[config.mk]
export PLATFORM = sky130hd
export DESIGN_NAME = uart_rx
export DESIGN_NICKNAME = d
export VERILOG_FILES = /design/src/rtl/uart_rx.sv
export SDC_FILE = /design/constraint.sdc
export NUM_CORES = 1
export LEC_CHECK = 0
export ABC_AREA = 0
export CAP_MARGIN = 20
export CORE_MARGIN = 8
export CORE_UTILIZATION = 57
export CTS_CLUSTER_DIAMETER = 30
export DETAILED_ROUTE_END_ITERATION = 8
export PLACE_DENSITY = 0.86
export SYNTH_ARGS = -nofsm -noshare
export SYNTH_HDL_FRONTEND = slang
export SYNTH_SLANG_ARGS = --single-unit
[constraint.sdc]
create_clock -name clk -period 3.43 [get_ports clk]
set_clock_uncertainty 0.2 [all_clocks]
set_input_delay 0.5145 -clock clk [delete_from_list [all_inputs] [get_ports clk]]
set_output_delay 0.5145 -clock clk [all_outputs]
set_load 0.01 [all_outputs]
[src/rtl/uart_rx.sv]
// uart_rx: 8N1 UART receiver, LSB first, BAUD_DIV clocks per bit.
// Ports: clk, reset, rx, rx_ack in; rx_data, rx_valid, rx_frame_err, rx_overrun, rx_busy out.
module uart_rx #(
  parameter int BAUD_DIV    = 12,
  parameter int SYNC_STAGES = 2
) (
  input  logic       clk,
  input  logic       reset,
  input  logic       rx,
  input  logic       rx_ack,
  output logic [7:0] rx_data,
  output logic       rx_valid,
  output logic       rx_frame_err,
  output logic       rx_overrun,
  output logic       rx_busy
);

  localparam int CW = $clog2(BAUD_DIV);
  localparam logic [CW-1:0] HALF = CW'(BAUD_DIV / 2 - 1);
  localparam logic [CW-1:0] LAST = CW'(BAUD_DIV - 1);

  typedef enum logic [2:0] {
    S_IDLE,
    S_START,
    S_DATA,
    S_STOP,
    S_BREAK
  } state_t;

  state_t r_state;
  state_t w_next;

  logic [SYNC_STAGES-1:0] r_sync;
  logic [CW-1:0]          r_cnt;
  logic [2:0]             r_bitn;
  logic [7:0]             r_shreg;
  logic [7:0]             r_data;
  logic                   r_valid;
  logic                   r_ferr;
  logic                   r_ovr;

  logic w_rx_s;
  logic w_cnt_clr;
  logic w_shift;
  logic w_stop_ok;
  logic w_stop_bad;
  logic w_load;

  assign w_rx_s = r_sync[SYNC_STAGES-1];

  // Synchroniser presets to idle-high so reset never fakes a start bit.
  always_ff @(posedge clk) begin
    if (reset) r_sync <= '1;
    else       r_sync <= {r_sync[SYNC_STAGES-2:0], rx};
  end

  always_comb begin
    w_next     = r_state;
    w_cnt_clr  = 1'b0;
    w_shift    = 1'b0;
    w_stop_ok  = 1'b0;
    w_stop_bad = 1'b0;
    unique case (r_state)
      S_IDLE: begin
        if (!w_rx_s) begin
          w_next    = S_START;
          w_cnt_clr = 1'b1;
        end
      end
      S_START: begin
        // Mid-start check: a line back high here was a glitch.
        if (r_cnt == HALF) begin
          w_cnt_clr = 1'b1;
          w_next    = w_rx_s ? S_IDLE : S_DATA;
        end
      end
      S_DATA: begin
        if (r_cnt == LAST) begin
          w_cnt_clr = 1'b1;
          w_shift   = 1'b1;
          if (r_bitn == 3'd7) w_next = S_STOP;
        end
      end
      S_STOP: begin
        if (r_cnt == LAST) begin
          w_cnt_clr = 1'b1;
          if (w_rx_s) begin
            w_stop_ok = 1'b1;
            w_next    = S_IDLE;
          end else begin
            w_stop_bad = 1'b1;
            w_next     = S_BREAK;
          end
        end
      end
      S_BREAK: begin
        if (w_rx_s) w_next = S_IDLE;
      end
      default: w_next = S_IDLE;
    endcase
  end

  // A same-edge ack frees the hold register for the new byte.
  assign w_load = w_stop_ok && (!r_valid || rx_ack);

  always_ff @(posedge clk) begin
    if (reset) r_state <= S_IDLE;
    else       r_state <= w_next;
  end

  always_ff @(posedge clk) begin
    if (reset) begin
      r_cnt   <= '0;
      r_bitn  <= '0;
      r_shreg <= '0;
      r_data  <= '0;
      r_valid <= 1'b0;
      r_ferr  <= 1'b0;
      r_ovr   <= 1'b0;
    end else begin
      if (w_cnt_clr || r_state == S_IDLE || r_state == S_BREAK)
        r_cnt <= '0;
      else
        r_cnt <= r_cnt + 1'b1;

      if (r_state == S_START) r_bitn <= '0;
      else if (w_shift)       r_bitn <= r_bitn + 1'b1;

      if (w_shift) r_shreg <= {w_rx_s, r_shreg[7:1]};

      r_ferr <= w_stop_bad;
      r_ovr  <= w_stop_ok && r_valid && !rx_ack;

      if (w_load) begin
        r_data  <= r_shreg;
        r_valid <= 1'b1;
      end else if (r_valid && rx_ack) begin
        r_valid <= 1'b0;
      end
    end
  end

  assign rx_data      = r_data;
  assign rx_valid     = r_valid;
  assign rx_frame_err = r_ferr;
  assign rx_overrun   = r_ovr;
  assign rx_busy      = (r_state != S_IDLE);

endmodule

==> flow_summary.json, run 1 <==
{
  "layout.cells.non_filler": 171,
  "ys_ff_latch": 31,
  "start_util_pct": 59.1,
  "die_h_um": 63.7,
  "drt_wl_total_mm": 2.25,
  "synth_edf_count": 0,
  "maxSlewViolCount": 0,
  "rows": 17,
  "cts_sinks": 31,
  "ir_worst_vdd_v": 0.000334,
  "switchingPower_uw": 179,
  "drt_iter0_markers": 23,
  "synth_area_sq_um": 1290,
  "diodes": 0,
  "via_per_inst": 5.24,
  "hold_viol_final": 0,
  "track_usage_pct": 11.3,
  "relSlewSlack_pct": 75.0,
  "layout_common_cells": "dfxtp_1, nor2_1, mux2i_1, clkdlybuf4s50_1, clkbuf_4",
  "power.density_nw_per_um2": 495,
  "mostFrequentLayoutCell": "dfxtp_1",
  "io_buffer_count": 15,
  "cp.required_ps": 2720,
  "drt_pass1_iterations": 4,
  "p_total_uw": 759,
  "grt_max_degree": 28,
  "vias": 896,
  "syn_to_final_growth_pct": 18.5,
  "die_area_sq_um": 4050,
  "holdCritPathClass": "reg2reg",
  "worst_setup_path_end_kind": "output port",
  "cp.arrival_ps": 1620,
  "outcome": "finished, final reports clean",
  "rsz0062_at_grt": "false",
  "yosysSeqAreaShare_pct": 47.9,
  "syn_inst": 126,
  "setup-tns-final_ps": 0,
  "max_slew.worst_pin.slew_ps": 374,
  "coreArea_sq_um": 2190,
  "cts_tree": "built",
  "clk_latency_ps": 330,
  "maxCapViolCount": 0,
  "clk_path_buf_depth": 2,
  "postSynthNetCount": 134,
  "path_clk_slew_ps": 90,
  "internal-power_uw": 580,
  "drive_above_1_share_pct": 11.9,
  "antenna_found_initial": 0,
  "ys.warnings.count": 0,
  "combinationalPowerShare_pct": 10.2,
  "fin_crit_sh_pct": 68.0,
  "grt_pass1_wl_mm": 3.62,
  "synth_cell_types": 34,
  "start_kind": "flip-flop",
  "cts_hold_buf": 0,
  "final_nets": 150,
  "grt_overflow_total": 0,
  "place_congestion": 0.755,
  "p_clk_share_pct": 38.8,
  "switching_share_pct": 23.6,
  "async_flop_share_pct": 0,
  "avgRoutedWirePerCell_um": 13.2,
  "htree_levels": 2,
  "cp_max_fo": 9,
  "ys.flop_type": "dfxtp_1",
  "ioPinCount": 16,
  "postCtsSetupBuffers": 0,
  "drcViolationCount": 0,
  "cts_root_buf": "clkbuf_4",
  "period_needed_ps": 2330,
  "placedCellCount": 163,
  "path_class": "reg2out",
  "leakagePower_nw": 0.679,
  "antenna_left": 0,
  "grt_pass1_vias": 833,
  "cts_resized": 0,
  "p_seq_share_pct": 51.0,
  "cts_made_buffers": 5,
  "setup_viol": 0,
  "fmax_ghz": 0.429,
  "dp_hpwl_mm": 1.55,
  "syn_avg_cell_area_sq_um": 10.3,
  "fp.dieW_um": 63.7
}
[cells by family (layout without fill, tap and decap cells)]
group                      count (synthesis)  count (layout)  synth area share, %
and+or+nand+nor                           49              49                 21.7
DFF                                       31              31                 47.9
muxes                                     20              20                 15.6
buffers and inverters                     12              29                 4.83
AOI/OAI and AO/OA                          6               6                 3.38
adders and majority gates                  4               4                 3.86
xor gates and xnor gates                   4               4                 2.71
[worst max-delay path, cell delays in order, from the launching register on]
cell,delay [ps]
dfxtp_1,430
or3_1,380
clkdlybuf4s50_1,480
[final timing paths]
kind | from | end | slack [ps] | cells past startpoint
worst max-delay path | r_state[0] | rx_busy | 1100 | 2
worst min-delay path | r_sync[0] | r_sync[1] | 220 | 1
worst min register to register | r_sync[0] | r_sync[1] | 220 | 1
worst max register to register | r_cnt[0] | r_state[0] | 1470 | 5
[Yosys cell counts, types with 3 or more instances]
cell type  instances  area, sq um
inv_1              4         15.0
ha_1               4         50.1
nor3_1             3         15.0
dfxtp_1           31          621
clkbuf_1           3         11.3
nor2_1            27          101
mux2i_1           19          190
[layer usage]
metal	vias up	routed length (um)	part of all wire, %	track usage [%]
met4	0	51	2.3	6.69
met3	6	156	6.9	4.95
met2	17	1080	48	19.9
met1	417	964	43	10.6
li1	456	-	-	-
met5	-	0	0	0
[power by group through the flow]
stage          Clock [mW]  Sequential [mW]  Combinational, mW
2_1_floorplan           0            0.380             0.0710
6_report            0.295            0.387             0.0777
4_1_cts             0.300            0.387             0.0793
5_1_grt             0.314            0.388             0.0865
3_5_place_dp            0            0.394             0.0785
3_3_place_gp            0            0.393             0.0764
[sequential cells by signal (all words and copies together), names as in the netlist]
register,cells
r_bitn,3
r_cnt,4
r_shreg,8
r_state,3
r_sync,2
rx_data,8
rx_frame_err,1
rx_overrun,1
rx_valid,1
[cell type report]
| class | instances | area (sq um) |
|---|---|---|
| Clock inverter | 2 | 35.0 |
| Clock buffer | 6 | 51.3 |
| Timing Repair Buffer | 17 | 165 |
| Inverter | 4 | 15.0 |
| Sequential cell | 31 | 621 |
| Multi-Input combinational cell | 83 | 612 |
| Fill cell | 169 | 657 |
| Tap cell | 28 | 35.0 |
[through the flow]
step                      worst slack, ps  utilization [%]  area, sq um  hold WS [ps]
after CTS                            1090             70.0         1530           229
after global placement               1330             66.1         1450           197
final                                1100             70.0         1530           223
after global routing                 1050             70.0         1530           242
after floorplan                      1670                -         1290           189
after detailed placement             1290             66.1         1450           205
Power figures use the tool's default switching activity.
==> run 2, diff against run 1 <==
Settings changed: CORE_UTILIZATION 57 to 53, PLACE_DENSITY 0.86 to 0.81.
Clock period 3.43 ns to 2.2 ns, I/O delays scaled along.
==> run 2 against run 1 <==
Compared with the run above:
- global-route usage increased by 0.35 points
- count of clock-buffer cells in the layout unchanged
- setup slack lost 1000 ps
- die area increased by 5.6%
- critical path depth did not move
- cell count up 1.2%
- sequential share of layout area barely moved
==> flow_summary.json, run 2 (synthesis results as in run 1) <==
{
  "maxSlewViolCount": 0,
  "track_usage_pct": 11.7,
  "cts_root_buf": "clkbuf_4",
  "rsz0062_at_grt": "false",
  "dp_hpwl_mm": 1.62,
  "grt_pass1_wl_mm": 3.84,
  "leakagePower_nw": 0.680,
  "drt_pass1_iterations": 4,
  "antenna_found_initial": 0,
  "diodes": 0,
  "grt_overflow_total": 0,
  "die_area_sq_um": 4280,
  "num-fill-cells": 206,
  "worst_setup_path_end_kind": "output port",
  "ioPinCount": 16,
  "cts_sinks": 31,
  "hold_viol_final": 0,
  "period_needed_ps": 2100,
  "layout_common_cells": "dfxtp_1, nor2_1, mux2i_1, clkdlybuf4s50_1, clkbuf_4",
  "setup-tns-final_ps": 0,
  "drt_wl_total_mm": 2.22,
  "htree_levels": 2,
  "drt_iter0_markers": 23,
  "r2r_cells": 5,
  "maxCapViolCount": 0,
  "drcViolationCount": 0,
  "coreArea_sq_um": 2390,
  "start_kind": "flip-flop",
  "fin_crit_sh_pct": 95.6,
  "antenna_left": 0,
  "power.density_nw_per_um2": 771,
  "fp.dieW_um": 65.4,
  "setup_viol": 0,
  "cp.required_ps": 1670,
  "ir_worst_vdd_v": 0.000608,
  "die_h_um": 65.4,
  "via_per_inst": 5.18,
  "placed_area_sq_um": 1450,
  "clk_path_buf_depth": 2,
  "vias": 896,
  "io_buffer_count": 15,
  "grt_pass1_vias": 903,
  "place_congestion": 0.737,
  "avgRoutedWirePerCell_um": 12.8,
  "min_path_cells": 1,
  "outcome": "finished, final reports clean",
  "max_slew.worst_pin.slew_ps": 350,
  "path_clk_slew_ps": 90,
  "drive_above_1_share_pct": 13.3,
  "clk_latency_ps": 330,
  "relSlewSlack_pct": 76.6,
  "cts_tree": "built",
  "syn_to_final_growth_pct": 18.8,
  "cp_max_fo": 10,
  "rows": 18,
  "path_class": "reg2out",
  "final_util_pct": 64.5,
  "postLayoutCellArea_sq_um": 1540,
  "grt_max_degree": 27,
  "cts_made_buffers": 5,
  "final_nets": 150,
  "cp.arrival_ps": 1570,
  "start_util_pct": 54.2,
  "mostFrequentLayoutCell": "dfxtp_1",
  "fmax_ghz": 0.475,
  "holdCritPathClass": "reg2reg"
}
run 2: cell counts in the layout (fill, tap and decap cells not counted):
Identical to the previous run, type by type.
run 2: final cells by class:
| cell class | count | area [sq um] | share of cell area, % |
|---|---|---|---|
| clock inverters | 2 | 35.0 | 2.28 |
| flip-flops and latches | 31 | 623 | 40.5 |
| clock buffers | 6 | 51.3 | 3.33 |
| multi-input cells | 83 | 612 | 39.8 |
| well taps | 30 | 37.5 | 2.44 |
| repair buffers | 17 | 165 | 10.7 |
| inverters | 4 | 15.0 | 0.976 |
run 2: worst paths after layout:
path	from	end	slack [ps]
max	r_state[1]	rx_busy	100
min	r_sync[0]	r_sync[1]	220
max reg2reg	r_cnt[0]	r_state[0]	320
min reg2reg	r_sync[0]	r_sync[1]	220
run 2: power breakdown:
group          leakage (nW)  switching, mW  internal (mW)
Combinational         0.381         0.0617         0.0615
Sequential            0.251         0.0261          0.576
Clock                0.0482          0.192          0.268
Total                 0.680          0.280          0.906
run 2: routing by layer:
metal | wire [um] | GRT usage [%]
met1 | 1030 | 12.0
met2 | 1040 | 18.8
met3 | 97 | 4.42
met4 | 53 | 8.99
met5 | 0 | 0
run 2: timing repair:
action / CTS / global route
setup endpoints to repair: 0 / 1
setup buffers: 0 / 0
gates resized for setup: 0 / 2
hold buffers: 0 / 0
run 2: critical path: stages (launching register included):
cell and delay, ps:
dfxtp_1 420, or3_1 340, clkdlybuf4s50_1 490
run 2: through the flow:
stage / std cells / hold slack [ps] / setup WS [ps] / power (mW)
after global placement: 165 / 193 / 290 / 0.733
after global routing: 173 / 236 / 25.2 / 1.24
after detailed placement: 165 / 194 / 243 / 0.740
after floorplan: 126 / 189 / 442 / 0.704
after CTS: 173 / 217 / 40.9 / 1.20
final: 173 / 216 / 95.8 / 1.19
==> run 3, diff against run 2 <==
Settings changed: CORE_UTILIZATION 53 to 35, PLACE_DENSITY 0.81 to 0.59.
==> run 3 against run 2 <==
Compared with the run above:
- via count fell by 2.1%
- final area rose by 3.8%
- die area rose by 38%
- first-iteration DRC count rose by 70%
- non-clock buffer count rose by 1
- flip-flop and latch count did not move
- cell count rose by 11%
- critical endpoint unchanged
- critical path depth did not move
- power rose by 9.0%
- largest cell class unchanged
==> flow_summary.json, run 3 (synthesis results as in run 1) <==
{
  "layout.cells.non_filler": 192,
  "setup_viol": 0,
  "antenna_found_initial": 0,
  "cts_resized": 0,
  "start_kind": "flip-flop",
  "p_total_mw": 1.29,
  "cp.required_ps": 1670,
  "syn_to_final_growth_pct": 23.4,
  "diodes": 0,
  "crit_end": "rx_busy",
  "die_h_um": 76.8,
  "start_util_pct": 35.9,
  "final_util_pct": 44.3,
  "crit_path_start": "r_state[2]",
  "rr_startpoint": "r_cnt[0]",
  "holdCritPathClass": "reg2reg",
  "drive_above_1_share_pct": 12.5,
  "whs_ps": 236,
  "worstHoldStart": "r_sync[0]",
  "max_slew.worst_pin.slew_ps": 344,
  "place_ws_ps": 265,
  "fp.dieW_um": 76.8,
  "postLayoutCellArea_sq_um": 1600,
  "track_usage_pct": 8.47,
  "crit_slowest_cell": "clkdlybuf4s50_1",
  "fmax_ghz": 0.483,
  "path_cells": "or3_1, clkdlybuf4s50_1",
  "cp_num_cells": 2,
  "cts_tree": "built",
  "cp_max_fo": 8,
  "avgRoutedWirePerCell_um": 11.8,
  "coreArea_sq_um": 3610,
  "maxCapViolCount": 0,
  "rsz0062_at_grt": "false",
  "clk_path_buf_depth": 2,
  "cts_made_buffers": 5,
  "maxSlewViolCount": 0,
  "die_area_sq_um": 5900,
  "dp_hpwl_mm": 1.71,
  "outcome": "finished, final reports clean",
  "placed_area_sq_um": 1480,
  "relSlewSlack_pct": 77.0,
  "drt_iter0_markers": 39,
  "cts_sinks": 31,
  "htree_levels": 2,
  "grt_overflow_total": 0,
  "ioPinCount": 16,
  "drt_pass1_iterations": 4,
  "cts_root_buf": "clkbuf_8",
  "ir_worst_vdd_v": 0.000235,
  "leakagePower_nw": 0.697,
  "final_nets": 151,
  "io_buffer_count": 15,
  "period_needed_ps": 2070,
  "placedCellCount": 184,
  "mostFrequentLayoutCell": "dfxtp_1",
  "hold_viol_final": 0,
  "drt_wl_total_mm": 2.27,
  "cp.arrival_ps": 1540,
  "antenna_left": 0,
  "r2r_cells": 5,
  "postCtsSetupBuffers": 0,
  "layout_common_cells": "dfxtp_1, nor2_1, mux2i_1, clkdlybuf4s50_1, clkbuf_8",
  "r2r_setup_slack_ps": 330,
  "clk_latency_ps": 270,
  "via_per_inst": 4.57,
  "path_delay_family": "buffers and inverters",
  "rr_endpoint": "r_state[0]",
  "worst_setup_path_end_kind": "output port",
  "cp_num_buf_inv": 1,
  "path_clk_slew_ps": 60,
  "setup-tns-final_ps": 0,
  "drcViolationCount": 0,
  "fin_crit_sh_pct": 94.2,
  "path_class": "reg2out",
  "grt_max_degree": 14,
  "fin_ws_ps": 128,
  "grt_pass1_vias": 863,
  "rows": 22,
  "max_stage_delay_ps": 480,
  "grt_pass1_wl_mm": 4.07,
  "power.density_nw_per_um2": 809,
  "cts_hold_buf": 0,
  "place_congestion": 0.754,
  "vias": 877
}
-- run 3: cell types whose count changed in the layout (fill, tap and decap cells not counted) --
cell | previous run | this run
clkbuf_8 | 1 | 6
buf_4 | 2 | 3
dfxtp_2 | 2 | 0
dfxtp_1 | 29 | 31
clkbuf_4 | 5 | 0
-- run 3: worst min-delay path by stage --
stage                 to  slack, ps  cells past startpoint
5_1_grt        r_sync[1]        260                      1
3_3_place_gp   r_sync[1]        200                      1
4_1_cts        r_sync[1]        240                      1
3_5_place_dp   r_sync[1]        220                      1
6_report       r_sync[1]        240                      1
2_1_floorplan  r_sync[1]        190                      1
-- run 3: metal layers --
metal	GRT usage (%)	routed length, um	vias to the layer above
met4	4.04	26	0
met5	0	0	-
met3	4.78	120	2
met2	12.5	1000	14
met1	9.62	1120	406
li1	-	-	455
-- run 3: area by class of cell --
type,count,area (sq um)
Fill cell,361,2010
Sequential cell,31,621
Multi-Input combinational cell,83,612
Timing Repair Buffer,18,173
Clock buffer,6,82.6
Tap cell,48,60.1
Clock inverter,2,35.0
Inverter,4,15.0
-- run 3: power by group --
part / internal, mW / switching (mW)
clock: 0.366 / 0.199
combinational: 0.0626 / 0.0630
sequential: 0.575 / 0.0266
